**src/rtl/regfile_pkg.sv**
```systemverilog
// regfile_pkg: shared CPU constants used by the register file, the MEM stage and decode.
package regfile_pkg;
   localparam int DATA_W = 32;
   localparam int ADDR_W = 5;
   localparam logic [ADDR_W-1:0] REG_ZERO = 5'd0;
   localparam logic [DATA_W-1:0] ZERO_WORD = 32'h0;
endpackage

```
**src/rtl/regfile_rd_port.sv**
```systemverilog
// regfile_rd_port: one combinational read port with reset/enable/r0 gating and write-back bypass.
module regfile_rd_port #(
   parameter int DATA_W = regfile_pkg::DATA_W,
   parameter int ADDR_W = regfile_pkg::ADDR_W,
   parameter int NREG = 2 ** ADDR_W
) (
   input  logic              reset,
   input  logic              re,
   input  logic [ADDR_W-1:0] raddr,
   input  logic              we,
   input  logic [ADDR_W-1:0] waddr,
   input  logic [DATA_W-1:0] wdata,
   input  logic [DATA_W-1:0] regs [NREG],
   output logic [DATA_W-1:0] rdata
);
   import regfile_pkg::*;
   always_comb
      rdata = (reset || !re || raddr == ADDR_W'(REG_ZERO)) ? DATA_W'(ZERO_WORD)
            : (we && waddr == raddr) ? wdata
            : regs[raddr];
endmodule

```
**src/rtl/regfile.sv**
```systemverilog
// regfile: 32x32 register file, one write port, two bypassed combinational read ports.
module regfile #(
   parameter int DATA_W = regfile_pkg::DATA_W,
   parameter int ADDR_W = regfile_pkg::ADDR_W,
   parameter int NREG = 2 ** ADDR_W
) (
   input  logic              clk,
   input  logic              reset,
   input  logic              we,
   input  logic [ADDR_W-1:0] waddr,
   input  logic [DATA_W-1:0] wdata,
   input  logic              re1,
   input  logic [ADDR_W-1:0] raddr1,
   output logic [DATA_W-1:0] rdata1,
   input  logic              re2,
   input  logic [ADDR_W-1:0] raddr2,
   output logic [DATA_W-1:0] rdata2
);
   import regfile_pkg::*;
   logic [DATA_W-1:0] regs_q [NREG];
   logic [DATA_W-1:0] regs_d [NREG];
   // r0 is never written, so after the first reset it stays zero
   always_comb begin
      regs_d = regs_q;
      if (we && waddr != ADDR_W'(REG_ZERO)) regs_d[waddr] = wdata;
   end
   always_ff @(posedge clk)
      if (reset) regs_q <= '{default: DATA_W'(ZERO_WORD)};
      else regs_q <= regs_d;
   regfile_rd_port #(.DATA_W(DATA_W), .ADDR_W(ADDR_W), .NREG(NREG)) u_rd1 (
      .reset(reset), .re(re1), .raddr(raddr1), .we(we), .waddr(waddr), .wdata(wdata),
      .regs(regs_q), .rdata(rdata1)
   );
   regfile_rd_port #(.DATA_W(DATA_W), .ADDR_W(ADDR_W), .NREG(NREG)) u_rd2 (
      .reset(reset), .re(re2), .raddr(raddr2), .we(we), .waddr(waddr), .wdata(wdata),
      .regs(regs_q), .rdata(rdata2)
   );
endmodule

```
**config.mk**
```make
export PLATFORM = sky130hd
export DESIGN_NAME = regfile
export DESIGN_NICKNAME = d
export VERILOG_FILES = /design/src/rtl/regfile_pkg.sv /design/src/rtl/regfile_rd_port.sv /design/src/rtl/regfile.sv
export SDC_FILE = /design/constraint.sdc
export NUM_CORES = 2
export LEC_CHECK = 0
export BUFFER_PORTS_ARGS = -buffer_cell sky130_fd_sc_hd__buf_2
export CAP_MARGIN = 25
export CORE_UTILIZATION = 26
export DETAILED_ROUTE_END_ITERATION = 8
export PLACE_DENSITY = 0.49
export SYNTH_ARGS = -nofsm -noshare
export SYNTH_HDL_FRONTEND = slang
export SYNTH_SLANG_ARGS = --single-unit
```
**constraint.sdc**
```tcl
create_clock -name clk -period 6.26 [get_ports clk]
set_clock_uncertainty 0.05 [all_clocks]
set_input_delay 0.313 -clock clk [delete_from_list [all_inputs] [get_ports clk]]
set_output_delay 0.313 -clock clk [all_outputs]
set_load 0.01 [all_outputs]
```
==> reports/qor.yml <==
fill_cells: 20670
timing.critical_path.arrival_ns: 3.83
switching_share_pct: 26.08
internal_power_component_mw: 10.86
critical_r2r_capture: "regs_q[609]"
grt_use_total_pct: 21.74
timing.rr.start: "regs_q[609]"
setup.worst_path.start_class: "input pin"
worstMarginPinSlew_ns: 1.206
finalCritPeriodShare_pct: 66.96
chipWidth_um: 449.5
gp_congestion: 0.8962
post_synth_inst_count: 5991
layout_commonest_cell: "nand2_1"
worst_ep_required_time_ns: 5.90
port_buffers: 115
final_cell_count_no_fill: 8423
largest_register: "regs_q"
tritoncts: "yes"
worst-r2r-cell-count: 2
design.portCount: 116
layout-drive-gt1-share_pct: 16.22
final_antenna_net_count: 0
r2r_setup_slack_ns: 5.50
hold_fix_buffer_count_after_cts: 0
cts.htree.levels: 3
slew_headroom_pct: 19.57
power.combinational.fraction_pct: 8.5
path_max_fanout: 48
place.detailed.instances: 8215
final_hold_viol_count: 0
register_area_um2: 20500
most-common-layout-cells: "nand2_1 (2072), a21oi_1 (1084), dfxtp_1 (1024)"
worst_hold_startpoint: "reset"
viasPerCell: 5.489
post_synth_main_area_contributors: "dfxtp_1 (39%), mux4_2 (19%), nand2_1 (15%), a21oi_1 (10%), mux2i_1 (4.4%)"
initial_utilization_pct: 26.27
buffers_from_clock_root_to_sink_at_most: 3
fmaxAchievable_mhz: 238.6
first_pass_iters: 6
tmin_final_ns: 4.192
clock-root-buffer: "clkbuf_16"
initial_antenna_violation_count: 30
final_critical_path_setup_slack_ns: 2.068
power.sequential.fraction_pct: 44.9
grt_overflow: 0
post-place-ws_ns: 2.188
worstHoldPathCells: 2
grt_pass1_vias: 43720
outcome: "complete, no violations"
floorplan.core_area_um2: 198200
clock_sinks: 1024
synth_largest_type_area_fraction_pct: 39.37
clock_latency_ns: 0.72
grt_max_degree: 126
detailedPlacementHpwl_um: 129100
timing.final.max_slew_violations: 0
ys_async_sr_fraction_pct: 0
post-route-drc-count: 0
area.growth.synth_to_final_pct: 12.36
timing.hold.ws_ns: 0.06642
postSynthNetCount: 6043
seq_area_frac_synth_pct: 39.37
setup_viol_count_final: 0
post-route-util_pct: 29.51
setup.worst_path.end_class: "output port"
drt_total_wl_um: 227500
largest_registers: "regs_q x1024"
vdd.ir_drop.worst_mv: 0.1929
cts_inserted_buffers: 107
cts_resized: 0
die_y_um: 449.5
drt_iter0_markers: 5638
stdcell_area_um2: 58500
postPlaceCellArea_um2: 54760
synth_edf_count: 0
static-leakage-power_nw: 18.74
hold_path_class: "in2reg"
largest_register_ff_count: 1024
postSynthAreaPerCell_um2: 8.691
multi_input_comb_area_um2: 29290
totalPowerFinal_mw: 14.69
postCtsSetupRepairBufs: 0
rsz0062_at_grt: "no"
synth_top_flop_cell: "dfxtp_1"
routedWlPerCell_um: 27.01
via_count: 46230
holdPathEnd: "regs_q[1017]"
synth.lib_cells_used.distinct: 49
power.clock.fraction_pct: 46.6
p_per_area_nw_per_um2: 251.1
synthesis.area_um2: 52070
num_rows: 163
drv.max_cap_violation_count: 0
ys_ff_latch: 1024
criticalPathCategory: "in2out"
clk_transition_reported_paths_ns: 0.06
nNetsFinal: 5739
global_route_wire_length_before_repair_um: 325200
fp.dieArea_um2: 202100
setup_total_negative_slack_ns: 0
post-synth-top-area-cell: "dfxtp_1"
switchingPower_mw: 3.830
ys.warnings.count: 0
[critical path, cell delays in order]
cell	delay (ns)
buf_4	0.82
buf_4	0.69
nor2_4	0.07
buf_4	0.28
and2_1	0.22
nor4_2	0.20
buf_4	0.44
a211o_1	0.43
buf_2	0.21
[cell type report]
type / count / area share [%]
Tap cell: 2640 / 5.646
Clock inverter: 33 / 0.8640
Inverter: 3 / 0.02352
Timing Repair Buffer: 235 / 2.934
Antenna cell: 13 / 0.05560
Sequential cell: 1024 / 35.04
Clock buffer: 159 / 5.372
Multi-Input combinational cell: 4316 / 50.07
[power groups by stage]
stage	clock (mW)	sequential, mW	combinational, mW
6_report	6.84	6.60	1.25
5_1_grt	7.15	6.60	1.29
4_1_cts	6.92	6.59	1.23
3_5_place_dp	0	6.74	1.23
3_3_place_gp	0	6.74	1.22
2_1_floorplan	0	6.73	0.777
[per-layer routing]
layer	global-route usage (%)	up-vias	share of wire, %
met1	27.90	22990	39
met4	12.48	10	5.9
met2	34.57	2433	46
li1	-	20230	-
met5	0	-	0.023
met3	3.445	578	8.5
[cell families after synthesis]
group	synth area share (%)
compound gates	14.42
xor+xnor	0.1682
buf+inv	5.130
flops	39.37
mux	23.83
simple gates	17.09
[how the worst max path moves through the flow]
stage,from,endpoint,slack (ns),cells after the start
after floorplan,raddr2[1],rdata2[2],3.67,7
after global placement,raddr1[0],rdata1[12],2.14,8
after detailed placement,raddr2[2],rdata2[31],2.19,9
after CTS,raddr2[2],rdata2[31],2.18,9
after global routing,raddr2[2],rdata2[31],2.17,9
final,raddr2[2],rdata2[31],2.07,9
[Yosys cell counts (all sizes together) (30+ instances only)]
cell,count
dfxtp,1024
nor3,31
a22o,32
mux2i,227
buf,129
nor2,36
clkbuf,519
nand2,2103
nor2b,68
a211o,30
a22oi,92
a21oi,1084
mux4,450
o211ai,33
Power figures use the tool's default switching activity.
